$ cat config.mk
export PLATFORM = sky130hd
export DESIGN_NAME = program_loader
export DESIGN_NICKNAME = d
export VERILOG_FILES = /design/src/rtl/program_loader.sv
export SDC_FILE = /design/constraint.sdc
export NUM_CORES = 1
export LEC_CHECK = 0
export ABC_AREA = 0
export ABC_CLOCK_PERIOD_IN_PS = 3750
export CORE_ASPECT_RATIO = 0.9
export CORE_UTILIZATION = 55
export DETAILED_ROUTE_END_ITERATION = 10
export MAX_ROUTING_LAYER = met4
export PLACE_DENSITY = 0.82
export SETUP_SLACK_MARGIN = 0.02
export SLEW_MARGIN = 20
export SYNTH_ARGS = -nofsm -noshare
export SYNTH_HDL_FRONTEND = slang
export SYNTH_SLANG_ARGS = --single-unit
$ cat constraint.sdc
create_clock -name clock -period 3.75 [get_ports clock]
set_clock_uncertainty 0.05 [all_clocks]
set_input_delay 0.9375 -clock clock [delete_from_list [all_inputs] [get_ports clock]]
set_output_delay 0.9375 -clock clock [all_outputs]
set_load 0.05 [all_outputs]
$ cat src/rtl/program_loader.sv
// Framed byte-stream loader: assembles {opcode,arg} words into a small program RAM
// that the CPU reads combinationally by pc.
module program_loader #(
    parameter int          ADDR_BITS = 4,
    parameter int          WORD_BITS = 10,
    parameter logic [7:0]  HEADER    = 8'hA5
) (
    input  logic                 clock,
    input  logic                 reset,
    input  logic [7:0]           in_byte,
    input  logic                 in_valid,
    output logic                 in_ready,
    input  logic [ADDR_BITS-1:0] pc,
    output logic [WORD_BITS-1:0] statement,
    output logic                 loading,
    output logic                 done,
    output logic                 error,
    output logic                 program_valid,
    output logic [ADDR_BITS:0]   word_count
);

    localparam int DEPTH = 1 << ADDR_BITS;

    // Handshake: a byte transfers on a rising edge where in_valid && in_ready;
    // the source holds in_byte stable until then. in_ready drops only in WRITE.
    typedef enum logic [2:0] {IDLE, COUNT, HI, LO, WRITE, CHECK} state_t;

    state_t               state, state_next;
    logic [WORD_BITS-1:0] ram [DEPTH];
    logic [ADDR_BITS:0]   n_words;
    logic [ADDR_BITS:0]   wc_next;
    logic [7:0]           checksum;
    logic [1:0]           word_hi;
    logic [7:0]           word_lo;
    logic                 accept;
    logic                 count_bad;
    logic                 hi_bad;

    assign statement = ram[pc];
    assign wc_next   = word_count + {{ADDR_BITS{1'b0}}, 1'b1};
    assign count_bad = (in_byte == 8'd0) || (in_byte > 8'(DEPTH));
    assign hi_bad    = |in_byte[7:2];

    always_ff @(posedge clock) begin
        if (reset) state <= IDLE;
        else       state <= state_next;
    end

    always_comb begin
        state_next = state;
        case (state)
            IDLE:  if (accept && in_byte == HEADER) state_next = COUNT;
            COUNT: if (accept) state_next = count_bad ? IDLE : HI;
            HI:    if (accept) state_next = hi_bad ? IDLE : LO;
            LO:    if (accept) state_next = WRITE;
            WRITE: state_next = (wc_next == n_words) ? CHECK : HI;
            CHECK: if (accept) state_next = IDLE;
            default: state_next = IDLE;
        endcase
    end

    always_comb begin
        in_ready = (state != WRITE);
        accept   = in_valid && in_ready;
    end

    // Datapath and status flags; words already written on a failed frame are kept.
    always_ff @(posedge clock) begin
        if (reset) begin
            for (int i = 0; i < DEPTH; i++) ram[i] <= '0;
            loading       <= 1'b0;
            done          <= 1'b0;
            error         <= 1'b0;
            program_valid <= 1'b0;
            word_count    <= '0;
            n_words       <= '0;
            checksum      <= '0;
            word_hi       <= '0;
            word_lo       <= '0;
        end else begin
            done <= 1'b0;
            case (state)
                IDLE: begin
                    if (accept && in_byte == HEADER) begin
                        loading       <= 1'b1;
                        error         <= 1'b0;
                        program_valid <= 1'b0;
                        word_count    <= '0;
                        checksum      <= '0;
                    end
                end
                COUNT: begin
                    if (accept) begin
                        checksum <= checksum + in_byte;
                        if (count_bad) begin
                            error   <= 1'b1;
                            loading <= 1'b0;
                        end else begin
                            n_words <= in_byte[ADDR_BITS:0];
                        end
                    end
                end
                HI: begin
                    if (accept) begin
                        checksum <= checksum + in_byte;
                        if (hi_bad) begin
                            error   <= 1'b1;
                            loading <= 1'b0;
                        end else begin
                            word_hi <= in_byte[1:0];
                        end
                    end
                end
                LO: begin
                    if (accept) begin
                        checksum <= checksum + in_byte;
                        word_lo  <= in_byte;
                    end
                end
                WRITE: begin
                    ram[word_count[ADDR_BITS-1:0]] <= {word_hi, word_lo};
                    word_count <= wc_next;
                end
                CHECK: begin
                    if (accept) begin
                        loading <= 1'b0;
                        if (in_byte == checksum) begin
                            done          <= 1'b1;
                            program_valid <= 1'b1;
                        end else begin
                            error <= 1'b1;
                        end
                    end
                end
                default: ;
            endcase
        end
    end

endmodule

==> out/metrics.csv, run 1 <==
metric;value;unit
Mapped Area;0.00947;mm²
Arr. time, crit path;2.61;ns
slowest stage delay, CP;0.54;ns
DP Area;0.0100;mm²
kind of critical path;input pin to output port;
Finish-stage setup viols;0;
Hold WS;0.410;ns
Hold Buf Count CTS;0;
H-tree depth;4;
worst slew pin tran;0.662;ns
Seq/Total Area, Yosys;58.2;%
Netlist cell types;60;
top-area cell type share of the netlist area;50.8;%
total global-route track usage;29.1;%
CTS tree;built;
core area;0.0168;mm²
Chip Width;140;µm
Crit Path Max Fanout;19;
GRT Residual Overflow;0;
Slew headroom;55.8;%
Mapped Cells;708;
Async SR Flop Fraction;0;%
setup TNS;0;ns
DP HPWL;15600;µm
layout cells sized above 1;19.7;%
period utilization;96.0;%
clk slew on worst S/H paths;0.07;ns
pin count of the biggest net entering global routing;41;
vias in the first global route;6022;
initial antenna violation count;1;
post-synth top area cell;edfxtp_1;
Avg WL per Cell;24.8;µm
final wirelength;23700;µm
Buffers on Ports;34;
DRC viols;0;
maximum vdd drop;0.319;mV
RSZ-0062 raised after global routing;false;
post-detailed-route count of antenna-violating nets;0;
Tot Pwr;4.85;mW
Resize count post-CTS;0;
clock sinks;195;
critical path capture point type;output port;
Starting Density;56.2;%
Tmin final;3.60;ns
P_leak;3.93;nW
Pwr Density;459;mW/mm²
flops & latches, synth;195;
Switching Share;25.2;%
worst hold path type;register to register;
Area contributors post-synth;edfxtp_1 51%, mux4_2 12%, and2_1 11%;
slowest CP cell;mux4_2;
Row Count;45;
clock latency on the worst-skew pair;0.43;ns
drt first-iter violations;810;
Initial DRT Pass Iterations;5;
syn avg cell area;13.4;µm²
power share of the clock group;36.4;%
Synthesized Nets;735;
final std cells w/o fill;955;
worst path cell trace;buf_2 > buf_12 > mux4_2 > mux4_2 > buf_4;
routed vias;6094;
# Post-CTS Setup Buffers;0;
max-slew violations;0;
Logic pwr share;12.4;%
maximum clock insertion buffer count;2;
Post-synth top cells;164 x and2_1, 160 x edfxtp_1, 50 x mux4_2;
Syn. warnings;0;
Finished Cell Area;0.0106;mm²
first-pass GRT wire length;35800;µm
number of cells after detailed placement;922;
Die Area;0.0177;mm²
chip height;126;µm
P_sw;1.22;mW
worst path required time;2.76;ns
outcome;complete, no violations;
CP startpoint kind;input pin;
nets@finish;757;
part of the power in registers;51.2;%
most used cell, CP;mux4_2;
Final Hold Violating Endpoints;0;
top_reg_cell synth;edfxtp_1;
TritonCTS Buffers;17;
count leader, synth;and2_1;
root buffer cell;clkbuf_16;
reported max-cap violation count;0;
Avg Vias per Cell;6.38;
Synth-to-Final Area Change;11.7;%
Fmax;0.278;GHz
EDFF count, synth;160;
Placer Congestion;0.892;
Boundary Pins;35;
internal power;3.63;mW
-- placed cells by master (no fill, tap or decap), types with 4 or more instances in the layout --
cell             count
clkbuf_16           17
a21oi_1             25
nand2_2              4
o21ai_0              7
a21o_1               6
mux2i_1              8
dfxtp_1             35
and2_1             164
or2_2               16
buf_4               29
mux4_2              50
a211oi_1             4
inv_1                5
nor3_2               6
o21a_1               4
nand2_1             31
nor2b_1              4
nand2b_1             4
xnor2_1              8
clkdlybuf4s50_1     21
nand3_1             12
nor3_1              10
clkinv_2             6
nor2_1              29
buf_12               4
ha_1                11
edfxtp_1           160
nand4_1              5
nor4_1               4
-- power groups by stage --
stage               clock [mW]  combinational (mW)  sequential, mW
global placement             0               0.568            2.52
finish                    1.76               0.602            2.48
detailed placement           0               0.593            2.53
CTS                       1.77               0.596            2.48
global route              1.85               0.641            2.49
floorplan                    0               0.426            2.51
-- metrics by stage --
stage	setup WS [ns]	util [%]
4_1_cts	0.127	62.8
6_report	0.148	62.8
3_3_place_gp	0.185	59.4
2_1_floorplan	0.263	-
5_1_grt	0.0891	62.8
3_5_place_dp	0.147	59.4
-- registers in the layout (all words and copies together) (netlist names), 2 cells and up --
register and cells:
word_lo 8, word_hi 2, checksum 8, ram 160, word_count 5, state 3, n_words 5
-- routing by layer --
layer  up-vias  wire length [µm]  GRT usage, %
li1       2632                 -             -
met1      3019              9210          37.8
met4         0               673          10.5
met3        67              2060          4.87
met2       376             11800          46.6
met5         -                 0             -
-- cells by family after synthesis --
logic type	share of synthesized area, %
flip-flops	58.2
XOR/XNOR	1.02
multiplexers	12.7
AND/OR/NAND/NOR	19.2
buffers and inverters	2.85
adder cells (fa/ha/maj)	1.67
AO/OA/AOI/OAI	4.34
-- critical path, delay by kind of cell --
kind / cells / cell delay, ns
buffers and inverters: 3 / 0.64
multiplexers: 2 / 1.02
-- layout make-up --
class | count | area, µm²
multi-input combinational | 454 | 3700
clock inverter | 14 | 136
clock buffer | 18 | 429
tap | 211 | 264
timing repair buffer | 57 | 523
inverter | 5 | 18.8
antenna | 1 | 2.50
fill | 1161 | 6260
sequential | 195 | 5510
-- worst paths after layout --
path | from | endpoint | slack, ns | cells after the start
max | pc[0] | statement[6] | 0.15 | 5
min | checksum[0] | checksum[0] | 0.41 | 2
max reg2reg | state[2] | ram[5][9] | 0.99 | 6
min reg2reg | checksum[0] | checksum[0] | 0.41 | 2
Power figures use the tool's default switching activity.
==> run 2, diff against run 1 <==
Settings changed: CELL_PAD_IN_SITES_DETAIL_PLACEMENT set to 0, CELL_PAD_IN_SITES_GLOBAL_PLACEMENT set to 2, CORE_UTILIZATION 55 to 44, PLACE_DENSITY 0.82 to 0.89.
==> out/metrics.csv, run 2 (synthesis results as in run 1) <==
metric;value;unit;change
Reg with most FFs;ram;;
clock sinks;195;;unchanged
Die Area;0.0221;mm²;+25%
DRC viols;0;;unchanged
drt first-iter violations;588;;-27%
Final Hold Violating Endpoints;0;;unchanged
Buffers on Ports;34;;unchanged
kind of critical path;input pin to output port;;
clk slew on worst S/H paths;0.07;ns;about the same
diode count;0;;-1
DP HPWL;16300;µm;+4.0%
Util after Layout;51.0;%;-12 points
TritonCTS Buffers;17;;unchanged
setup TNS;0;ns;unchanged
CTS tree;built;;
Largest register FFs;160;;unchanged
Arr. time, crit path;2.54;ns;-0.07 ns
final wirelength;23600;µm;-0.34%
Slew headroom;53.5;%;-2.3 points
Starting Density;45.2;%;-11 points
first-pass GRT wire length;35600;µm;-0.56%
Finished Cell Area;0.0107;mm²;+0.98%
Boundary Pins;35;;unchanged
H-tree depth;4;;unchanged
initial antenna violation count;0;;-1
layout cells sized above 1;19.8;%;+0.16 points
period utilization;94.0;%;-2.1 points
CP startpoint kind;input pin;;
Placer Congestion;0.895;;+0.26%
vias in the first global route;5716;;-5.1%
chip height;141;µm;+12%
post-detailed-route count of antenna-violating nets;0;;unchanged
maximum clock insertion buffer count;2;;unchanged
P_leak;3.94;nW;+0.16%
Resize count post-CTS;0;;unchanged
R2R Setup Slk;1.04;ns;+0.05 ns
reported max-cap violation count;0;;unchanged
Chip Width;157;µm;+12%
core area;0.0210;mm²;+24%
Pwr Density;460;mW/mm²;+0.30%
Reg2Reg Depth;6;;unchanged
Avg Vias per Cell;5.63;;-12%
RSZ-0062 raised after global routing;false;;
Avg WL per Cell;23.0;µm;-7.4%
total global-route track usage;23.5;%;-5.6 points
DP Area;0.0101;mm²;+0.81%
hold depth;2;;unchanged
Hold Buf Count CTS;0;;unchanged
most common cell after layout, fill and taps aside;and2_1;;
critical path capture point type;output port;;
worst hold path type;register to register;;
pin count of the biggest net entering global routing;41;;unchanged
Initial DRT Pass Iterations;7;;+2
Synth-to-Final Area Change;12.8;%;
routed vias;5787;;-5.0%
number of cells after detailed placement;997;;+8.1%
most frequent cells in the layout;164 x and2_1, 160 x edfxtp_1, 50 x mux4_2, 35 x dfxtp_1, 31 x nand2_1;;
min-delay src;checksum[0];;
Hold Path End;checksum[0];;
r2r endpoint;ram[4][8];;
max-slew violations;0;;unchanged
GRT Residual Overflow;0;;unchanged
maximum vdd drop;0.279;mV;-13%
# Post-CTS Setup Buffers;0;;unchanged
clock latency on the worst-skew pair;0.44;ns;about the same
Tmin final;3.52;ns;-0.0770 ns
Fmax;0.284;GHz;+2.2%
biggest regs;ram x160, checksum x8, word_lo x8;;
R2R Path Start;state[2];;
root buffer cell;clkbuf_16;;
final std cells w/o fill;1028;;+7.6%
worst path required time;2.76;ns;about the same
Crit Path Max Fanout;21;;+2
Row Count;50;;+11%
outcome;complete, no violations;;
nets@finish;757;;unchanged
Finish-stage setup viols;0;;unchanged
worst slew pin tran;0.696;ns;+0.0342 ns
-- run 2: where the power goes --
part	internal, mW	switching [mW]	total [mW]
clock	0.952	0.890	1.84
sequential	2.42	0.0695	2.49
combinational	0.231	0.353	0.584
-- run 2: per-stage QoR --
stage	setup WS, ns	power [mW]	hold WS [ns]
2_1_floorplan	0.263	2.93	0.386
3_3_place_gp	0.237	3.11	0.391
3_5_place_dp	0.213	3.11	0.405
4_1_cts	0.207	4.92	0.415
5_1_grt	0.168	5.05	0.427
6_report	0.225	4.91	0.414
-- run 2: how the worst max path moves through the flow --
| stage | startpoint | to | slack, ns | depth (start not counted) |
|---|---|---|---|---|
| 2_1_floorplan | pc[0] | statement[0] | 0.26 | 4 |
| 3_3_place_gp | pc[0] | statement[9] | 0.24 | 5 |
| 3_5_place_dp | pc[0] | statement[8] | 0.21 | 5 |
| 4_1_cts | pc[0] | statement[8] | 0.21 | 5 |
| 5_1_grt | state[2] | in_ready | 0.17 | 2 |
| 6_report | pc[0] | statement[8] | 0.23 | 5 |
-- run 2: area by class of cell --
class,count,area (µm²)
sequential,195,5510
tap,286,358
clock inverter,14,165
multi-input combinational,454,3700
inverter,5,18.8
timing repair buffer,57,510
fill,1710,10300
clock buffer,17,425
-- run 2: layer usage --
layer	routed length [µm]	up-vias	part of all wire, %	GRT usage, %
met5	0	-	0	-
met4	807	0	3.4	11.0
met3	1160	43	4.9	3.75
met2	11800	163	50	37.7
met1	9850	2952	42	29.2
li1	-	2629	-	-
-- run 2: critical path: stages --
cell	delay [ns]
buf_2	0.14
buf_12	0.21
mux4_2	0.53
mux4_2	0.50
buf_4	0.21
==> edit: new RTL, flow settings as in run 2 <==
Encoding of `state_t`: now Gray code (3 bits for 6 states).
--- a/src/rtl/program_loader.sv
+++ b/src/rtl/program_loader.sv
@@ -24,5 +24,5 @@
     // Handshake: a byte transfers on a rising edge where in_valid && in_ready;
     // the source holds in_byte stable until then. in_ready drops only in WRITE.
-    typedef enum logic [2:0] {IDLE, COUNT, HI, LO, WRITE, CHECK} state_t;
+    typedef enum logic [2:0] {IDLE = 3'b000, COUNT = 3'b001, HI = 3'b011, LO = 3'b010, WRITE = 3'b110, CHECK = 3'b111} state_t;
 
     state_t               state, state_next;
Behaviour: same outputs for any inputs over 4 cycles, from zero or initial values and one cycle with reset high; so few cycles prove little.
==> edit against run 2 <==
  * Largest power group unchanged
  * Register-to-register slack got worse by 0.08 ns
  * Sequential cell count unchanged
  * Worst setup slack worse by 0.083 ns
  * Core utilization increased by 0.45 points
  * Combinational power fell by 40%
  * Total power down 7.2%
  * Design area decreased by 2.3%
  * Area after synthesis is 2.4% lower
  * First-iteration DRC count fell by 8.3%
  * Routed wire length down 9.2%
==> edit: results (changes against run 2) <==
Logic synthesis
Sorting the synthesized cells by how often they occur yields and3_1, edfxtp_1, clkbuf_1. The proportion of synthesized chip area in sequential cells is 59.6% (+1.4 points). The synthesized net count is 692 (-5.9%). By area the synthesized netlist is led by edfxtp_1, mux4_2, and3_1. The count of synthesis-stage warnings from yosys is 0 (unchanged).

Among all flip-flop cells after synthesis, the most frequent one is edfxtp_1. The distinct cell type count of the synthesized netlist is 52 (-13%). The number of cells produced by synthesis is 665 (-6.1%).

Power and ir drop
The maximum VDD drop is 0.000296 V (+6.1%). The static leakage came to 4.21 nW (+7.0%).

Placement
The placed cell area is 0.00987 mm2 (-2.2%). The final weighted congestion of routability-driven global placement came to 0.783 (-12%). The number of buffers inserted by port buffering came to 34 (unchanged).

The pre-CTS worst setup slack is 0.136 ns (-0.0766 ns). The cell total after placement is 940 (-5.7%). The half-perimeter wire length after detailed placement was 14400 um (-12%).

Min path
The depth of the worst hold-timing path is 2 (unchanged). The hold-critical path endpoint is error. The hold path startpoint is error.

The path type of the worst min-delay path is flop to flop.

Outcome
The run finished with clean final reports.

Clocking
The clock-pin slew on the worst setup and hold paths came to 0.07 ns (about the same). The clock network latency to the later pin of the worst-skew pair is 0.44 ns (about the same). The total of cells resized after clock tree synthesis is 0 (unchanged).

The maximum number of buffers from clock root to sink was 2 (unchanged). The depth of the CTS H-tree is 4 (unchanged). The number of buffers inserted to repair setup after CTS was 0 (unchanged). The number of buffers inserted during clock tree synthesis came to 17 (unchanged).

Setup path
The setup slack of the most critical reg-to-reg path was 0.96 ns (-0.08 ns). The startpoint identified for the worst register-to-register timing path is state[1]. The cell family contributing the most delay on the critical path is multiplexers. The endpoint identified for the worst register-to-register timing path is ram[13][8].

The slowest stage of the critical path is the mux4_2 cell. The largest incremental delay on the critical path is 0.57 ns (+0.04 ns). The critical path arrival came to 2.62 ns (+0.08 ns).

The most critical setup path has its startpoint at pc[0]. The largest driver fanout on the critical path is 25 (+19%).

Global route
The number of antenna violations at the first check in global routing is 0 (unchanged). The via count of the first global-routing pass is 5771 (+0.96%). The first-pass GRT wire length came to 34100 um (-4.2%). The pin count of the biggest net entering global routing is 50 (+22%).

The global router's overall resource usage is 21.7% (-1.8 points).

Detailed routing
The mean number of vias per cell came to 5.97 (+6.1%). The mean routed wirelength per cell is 22.1 um (-3.9%). The initial DRC count is 539 (-8.3%). The number of optimization iterations in the first detailed-route pass is 5 (-2).

Cells and area
The fraction of final layout cells with drive strength greater than 1 is 19.5% (-0.30 points). The number of inserted diodes was 0 (unchanged). The count of placed standard cells in the final layout, fillers left out came to 972 (-5.4%).

The largest registers in the layout are ram (160), checksum (8), word_lo (8). The net count of the finished layout is 706 (-6.7%).

Timing
The total negative slack was 0 ns (unchanged). The worst-margin pin slew is 0.977 ns (+0.281 ns).
## edit: kinds of logic (layout without fill, tap and decap cells)
logic type	count (synthesis)	in the layout	share of synthesized area, %
flip-flops	195	195	59.6
multiplexers	66	66	13.9
buffers and inverters	75	102	3.35
XOR/XNOR	16	16	1.52
AND/OR/NAND/NOR	242	242	15.5
adder cells (fa/ha/maj)	12	12	1.71
AO/OA/AOI/OAI	59	59	4.44
## edit: per-layer routing
metal | global-route usage, % | share of wire, % | routed length (um) | up-vias
li1 | - | - | - | 2611
met1 | 30.2 | 45 | 9640 | 2964
met2 | 32.4 | 48 | 10200 | 204
met3 | 4.89 | 6.1 | 1310 | 25
met4 | 5.16 | 1.3 | 284 | 0
met5 | - | 0 | 0 | -
## edit: power by group
part	switching, W	internal (W)	leakage (nW)
clock	0.000880	0.000879	0.272
sequential	0.0000280	0.00242	1.80
combinational	0.000204	0.000150	2.14
## edit: final cells by class
cell class                      instances  area [um2]
Fill cell                            1696        9860
Multi-Input combinational cell        395        3440
Tap cell                              280         350
Clock inverter                         15         136
Sequential cell                       195        5510
Timing Repair Buffer                   62         548
Clock buffer                           17         425
Inverter                                8        30.0
## edit: worst max path at each step
stage                     cells after the start      endpoint  slack [ns]
final                                         5  statement[1]        0.14
after global routing                          5  statement[1]        0.09
after CTS                                     5  statement[1]        0.13
after detailed placement                      5  statement[1]        0.14
after global placement                        5  statement[1]        0.16
after floorplan                               4  statement[0]        0.26
## edit: metrics by stage
step	utilization (%)	hold slack [ns]
floorplan	-	0.404
global placement	48.6	0.417
detailed placement	48.6	0.425
CTS	51.4	0.440
global route	51.4	0.476
finish	51.4	0.443
## edit: worst min-delay path: cells and delay by family (launching register included)
| kind | cells | cell delay, ns |
|---|---|---|
| flip-flops | 1 | 0.32 |
| AO/OA/AOI/OAI | 2 | 0.13 |
